<file path="config.mk">
export PLATFORM = sky130hd
export DESIGN_NAME = keypad_event_fifo_flat
export DESIGN_NICKNAME = d
export VERILOG_FILES = /design/src/rtl/keypad_event_fifo_if.sv /design/src/rtl/keypad_event_fifo.sv /design/src/flat_wrapper.sv
export SDC_FILE = /design/constraint.sdc
export NUM_CORES = 1
export LEC_CHECK = 0
export CAP_MARGIN = 20
export CORE_MARGIN = 2
export CORE_UTILIZATION = 63
export CTS_BUF_LIST = sky130_fd_sc_hd__clkbuf_4
export CTS_CLUSTER_DIAMETER = 30
export DETAILED_ROUTE_END_ITERATION = 6
export PLACE_DENSITY_LB_ADDON = 0.2
export SLEW_MARGIN = 10
export SYNTH_ARGS = -nofsm -noshare
export SYNTH_HDL_FRONTEND = slang
export SYNTH_SLANG_ARGS = --single-unit
</file>
<file path="constraint.sdc">
create_clock -name clk -period 3.2 [get_ports clk]
set_input_delay 0.32 -clock clk [delete_from_list [all_inputs] [get_ports clk]]
set_output_delay 0.32 -clock clk [all_outputs]
set_load 0.1 [all_outputs]
</file>
<file path="src/rtl/keypad_event_fifo_if.sv">
// CPU-side bundle for the keypad event FIFO: scan input, read strobe and queue status.
// The bench/system drives through master; the FIFO block connects through slave.
interface keypad_event_fifo_if #(
  parameter int unsigned DEPTH = 4
);
  logic                       tick;
  logic [3:0]                 key_value;
  logic                       rd_en;
  logic                       clr_ovf;
  logic [3:0]                 rd_data;
  logic                       empty;
  logic                       full;
  logic [$clog2(DEPTH+1)-1:0] count;
  logic                       key_event;
  logic                       overflow;

  modport master (
    output tick, key_value, rd_en, clr_ovf,
    input  rd_data, empty, full, count, key_event, overflow
  );

  modport slave (
    input  tick, key_value, rd_en, clr_ovf,
    output rd_data, empty, full, count, key_event, overflow
  );
endinterface

</file>
<file path="src/rtl/keypad_event_fifo.sv">
// Debounces the held keypad code on the scan tick, emits one event per accepted press,
// and queues the key codes in a first-word-fall-through FIFO drained by CPU port reads.
module keypad_event_fifo #(
  parameter logic [3:0]  IDLE_CODE    = 4'hF,
  parameter int unsigned STABLE_TICKS = 3,
  parameter int unsigned DEPTH        = 4
) (
  input logic               clk,
  input logic               rst,
  keypad_event_fifo_if.slave bus
);
  localparam int unsigned PW      = $clog2(DEPTH);
  localparam logic [3:0]  ST      = 4'(STABLE_TICKS);
  localparam logic [PW:0] PTR_ONE = (PW+1)'(1);

  typedef enum logic [1:0] {RELEASED, CANDIDATE, PRESSED} keyState_e;

  keyState_e   state, stateNext;
  logic [3:0]  cnt, cntNext;
  logic [3:0]  cand, candNext;
  logic        pushReq;
  logic        isIdle, candMatch, cntHit;

  logic [3:0]  mem [DEPTH];
  logic [PW:0] wrPtr, rdPtr;
  logic        doPush, doPop;
  logic        keyEvent, overflowQ;

  assign isIdle    = (bus.key_value == IDLE_CODE);
  assign candMatch = (bus.key_value == cand);
  assign cntHit    = ((cnt + 4'd1) == ST);

  always_ff @(posedge clk or posedge rst) begin
    if (rst) begin
      state <= RELEASED;
      cnt   <= '0;
      cand  <= '0;
    end else begin
      state <= stateNext;
      cnt   <= cntNext;
      cand  <= candNext;
    end
  end

  always_comb begin
    stateNext = state;
    if (bus.tick) begin
      unique case (state)
        RELEASED:  if (!isIdle) stateNext = CANDIDATE;
        CANDIDATE: if (!candMatch) stateNext = RELEASED;
                   else if (cntHit) stateNext = PRESSED;
        PRESSED:   if (isIdle && cntHit) stateNext = RELEASED;
        default:   stateNext = RELEASED;
      endcase
    end
  end

  always_comb begin
    cntNext  = cnt;
    candNext = cand;
    pushReq  = 1'b0;
    if (bus.tick) begin
      unique case (state)
        RELEASED: if (!isIdle) begin
          candNext = bus.key_value;
          cntNext  = 4'd1;
        end
        CANDIDATE: begin
          if (!candMatch)  cntNext = '0;
          else if (cntHit) begin
            cntNext = '0;
            pushReq = 1'b1;
          end else         cntNext = cnt + 4'd1;
        end
        PRESSED: begin
          // Any non-idle code (held or rolled-over key) restarts the release count.
          if (!isIdle || cntHit) cntNext = '0;
          else                   cntNext = cnt + 4'd1;
        end
        default: cntNext = '0;
      endcase
    end
  end

  assign bus.empty = (wrPtr == rdPtr);
  assign bus.full  = (wrPtr[PW] != rdPtr[PW]) && (wrPtr[PW-1:0] == rdPtr[PW-1:0]);
  assign bus.count = wrPtr - rdPtr;
  assign bus.rd_data   = mem[rdPtr[PW-1:0]];
  assign bus.key_event = keyEvent;
  assign bus.overflow  = overflowQ;

  // A pop on the same edge frees the slot, so a full FIFO can still accept the push.
  assign doPop  = bus.rd_en && !bus.empty;
  assign doPush = pushReq && (!bus.full || doPop);

  always_ff @(posedge clk or posedge rst) begin
    if (rst) begin
      wrPtr     <= '0;
      rdPtr     <= '0;
      mem       <= '{default: '0};
      keyEvent  <= 1'b0;
      overflowQ <= 1'b0;
    end else begin
      keyEvent <= pushReq;
      if (doPush) begin
        mem[wrPtr[PW-1:0]] <= cand;
        wrPtr              <= wrPtr + PTR_ONE;
      end
      if (doPop) rdPtr <= rdPtr + PTR_ONE;
      if (pushReq && !doPush) overflowQ <= 1'b1;
      else if (bus.clr_ovf)   overflowQ <= 1'b0;
    end
  end
endmodule
</file>
<file path="src/flat_wrapper.sv">
// flat-port wrapper written by rule: the top's interface ports become plain ports
module keypad_event_fifo_flat 
#(
  parameter logic [3:0]  IDLE_CODE    = 4'hF,
  parameter int unsigned STABLE_TICKS = 3,
  parameter int unsigned DEPTH        = 4
)
  (clk, rst, bus_tick, bus_key_value, bus_rd_en, bus_clr_ovf, bus_rd_data, bus_empty, bus_full, bus_count, bus_key_event, bus_overflow);
  keypad_event_fifo_if #(.DEPTH(DEPTH)) bus_i ();
  input logic clk;
  input logic rst;
  input wire logic [$bits(bus_i.tick)-1:0] bus_tick;
  input wire logic [$bits(bus_i.key_value)-1:0] bus_key_value;
  input wire logic [$bits(bus_i.rd_en)-1:0] bus_rd_en;
  input wire logic [$bits(bus_i.clr_ovf)-1:0] bus_clr_ovf;
  output wire logic [$bits(bus_i.rd_data)-1:0] bus_rd_data;
  output wire logic [$bits(bus_i.empty)-1:0] bus_empty;
  output wire logic [$bits(bus_i.full)-1:0] bus_full;
  output wire logic [$bits(bus_i.count)-1:0] bus_count;
  output wire logic [$bits(bus_i.key_event)-1:0] bus_key_event;
  output wire logic [$bits(bus_i.overflow)-1:0] bus_overflow;
  assign bus_i.tick = bus_tick;
  assign bus_i.key_value = bus_key_value;
  assign bus_i.rd_en = bus_rd_en;
  assign bus_i.clr_ovf = bus_clr_ovf;
  assign bus_rd_data = bus_i.rd_data;
  assign bus_empty = bus_i.empty;
  assign bus_full = bus_i.full;
  assign bus_count = bus_i.count;
  assign bus_key_event = bus_i.key_event;
  assign bus_overflow = bus_i.overflow;
  keypad_event_fifo #(.IDLE_CODE(IDLE_CODE), .STABLE_TICKS(STABLE_TICKS), .DEPTH(DEPTH)) u_core (.clk(clk), .rst(rst), .bus(bus_i));
endmodule
</file>
==> results.json <==
{
  "hpwlAfterDp_um": 2590,
  "h-tree-depth": 2,
  "ir_drop_mv": 0.459,
  "p_sw_share_pct": 49.2,
  "cpPeakStageDelay_ns": 0.53,
  "cp_slowest_cell": "dfrtp_1",
  "nets": 192,
  "ant_nets": 0,
  "pwr-share-clk_pct": 15.1,
  "cp_data_arrival_time_ns": 2.09,
  "yosys-top-cells-count": "dfrtp_1 (34), inv_1 (13), mux2_2 (10), xnor2_1 (10)",
  "vias": 1222,
  "grt_pass1_wl_um": 5890,
  "die_x_um": 59.5,
  "status": "completed",
  "p_per_area_nw_per_um2": 698,
  "cts_tree": "yes",
  "synth_nets": 167,
  "regArea_um2": 851,
  "synth_cells": 148,
  "track_usage_pct": 23.3,
  "n_antenna_cell": 0,
  "hold_class": "in2async",
  "yosys_most_used_dff": "dfrtp_1",
  "synth-xor-area-share_pct": 4.52,
  "async_reset_ff_share_pct": 100,
  "yosys.cell_count.top_type": "dfrtp_1",
  "muxShareOfSynthArea_pct": 18.2,
  "fin_cells": 207,
  "synth-adder-area-share_pct": 6.84,
  "area.growth.synth_to_final_pct": 13.5,
  "start_util_pct": 65.1,
  "postCtsSetupBuffers": 0,
  "die_area_um2": 3540,
  "yosysUniqueCellTypes": 44,
  "setup_viol_count_final": 0,
  "seq_area_frac_synth_pct": 43.9,
  "relSlewSlack_pct": 35.2,
  "crit_fanout": 7,
  "fill_cells": 211,
  "finalClockSkew_ns": 0.00851,
  "rsz0062_at_grt": "no",
  "synth_top_family_by_area": "multiplexers",
  "ys_top_cells_by_area": "dfrtp_1 (44%), ha_1 (5.8%), mux2_2 (5.8%)",
  "wl_per_cell_um": 16.6,
  "ys_ff_latch": 34,
  "dp.cells": 199,
  "path_delay_family": "adder cells",
  "drive_gt1_share_pct": 30.5,
  "syn_area_per_cell_um2": 13.1,
  "synth-simple-area-share_pct": 14.7,
  "intPower_mw": 0.780,
  "drcViolationCount": 0,
  "port_buffers": 19,
  "worst_pin_slew_ns": 0.969,
  "clkLatencyLatePin_ns": 0.34,
  "post_cts_resized": 0,
  "clk_path_buf_depth": 2,
  "regToRegSetupSlack_ns": 0.98,
  "pwr-share-seq_pct": 39.1,
  "fin_crit_sh_pct": 75.2,
  "hold_viol": 0,
  "cts_inserted_buffers": 5,
  "leakage_nw": 1.00,
  "fin_setup_tns_ns": 0,
  "overflow": 0,
  "path_clk_slew_ns": 0.11,
  "max_freq_mhz": 415,
  "cts.sinks": 34,
  "max-cap-violations": 0,
  "yosys.area.top_type": "dfrtp_1",
  "synth_edf_count": 0,
  "gp_congestion": 0.813,
  "crit_path_end_kind": "primary output",
  "critPathKind": "reg2out",
  "std_cell_rows": 20,
  "root_buffer": "clkbuf_4",
  "p_sw_mw": 0.756,
  "cp-start-kind": "flop",
  "coreArea_um2": 2980,
  "die_h_um": 59.5,
  "total_power_mw": 1.54,
  "crit_buf_inv": 1,
  "yosysWarnings": 0,
  "antenna_found_initial": 0,
  "syn-cell-area_um2": 1940,
  "required_ns": 2.88,
  "p_comb_share_pct": 45.8,
  "drv_slew": 0,
  "ios": 20,
  "period_needed_ns": 2.41,
  "drt_iter0_drc": 27,
  "synth_top_area_share_pct": 43.9,
  "viasPerCell": 5.90,
  "hold_buffers": 0,
  "finalWirelength_um": 3450,
  "multiInputGateArea_um2": 1030,
  "path_cells": "ha_1 > fa_1 > xnor2_1 > buf_4",
  "dr.pass1.iters": 4,
  "grt_pass1_vias": 1232,
  "grt_max_degree": 35,
  "synth_compound_area_share_pct": 8.90
}
placed cells by master (no fill, tap or decap), drive strengths merged, types with 2 or more instances in the layout:
cell type       n
or3             2
o21ai           2
buf            10
inv            13
nand3           7
nand2           9
xnor2          10
mux2           22
ha              9
nand4           7
clkdlybuf4s50  10
and3            2
nor2            3
o22ai           2
a2111oi         2
dfrtp          34
a21oi           2
clkinv          2
clkbuf          5
mux4            4
state kept, by name, summed over array words and instances (netlist names):
name and count:
u_core.bus.key_event 1, u_core.bus.overflow 1, u_core.cand 4, u_core.cnt 4, u_core.mem 16, u_core.rdPtr 3
u_core.state 2, u_core.wrPtr 3
logic make-up after synthesis:
| family | count (synthesis) |
|---|---|
| XOR/XNOR | 10 |
| AND/OR/NAND/NOR | 36 |
| flip-flops | 34 |
| adder cells (fa/ha/maj) | 10 |
| buffers and inverters | 15 |
| multiplexers | 26 |
| AO/OA/AOI/OAI | 17 |
path summary, 6_finish.rpt:
| check | start | end | cells after the start |
|---|---|---|---|
| max in group asynchronous | rst | u_core.state[1] | 3 |
| setup / recovery | u_core.rdPtr[0] | bus_count[2] | 4 |
| min in group clk | u_core.mem[6] | u_core.mem[6] | 1 |
| setup reg to reg | u_core.rdPtr[1] | u_core.mem[2] | 6 |
| hold / removal | rst | u_core.bus.overflow | 3 |
| hold reg to reg | u_core.mem[6] | u_core.mem[6] | 1 |
routing by layer:
metal	part of all wire (%)	GRT usage, %	vias to the layer above
met5	0	0	-
met4	1.5	8.44	0
met3	5.1	7.21	6
met2	47	34.7	25
met1	46	32.2	606
li1	-	-	585
per-stage QoR:
stage	instance area [µm²]	worst slack [ns]	utilization (%)	hold WS [ns]
after CTS	2200	0.755	73.9	0.359
after floorplan	1940	0.202	-	0.419
after global routing	2200	0.644	73.9	0.394
final	2200	0.792	73.9	0.356
after detailed placement	2150	0.962	72.1	0.483
after global placement	2150	0.988	72.1	0.473
worst reg2reg max path: stages (launching register included):
cell and delay [ns]:
dfrtp_1 0.57, inv_1 0.09, ha_1 0.31, nand2_1 0.07, or3_1 0.52, nand4_4 0.25
mux2_4 0.32
cell type report:
class | instances | share of cell area (%)
Multi-Input combinational cell | 99 | 46.8
Clock inverter | 3 | 0.739
Inverter | 13 | 2.22
Timing Repair Buffer | 20 | 7.96
Sequential cell | 34 | 38.7
Tap cell | 33 | 1.88
Clock buffer | 5 | 1.71
power by group through the flow:
stage	Combinational (mW)	Sequential [mW]	Clock (mW)
floorplan	0.601	0.561	0
global placement	0.692	0.607	0
detailed placement	0.708	0.611	0
CTS	0.709	0.603	0.241
global route	0.748	0.617	0.258
finish	0.704	0.600	0.232
(Power assumes the default switching activity.)
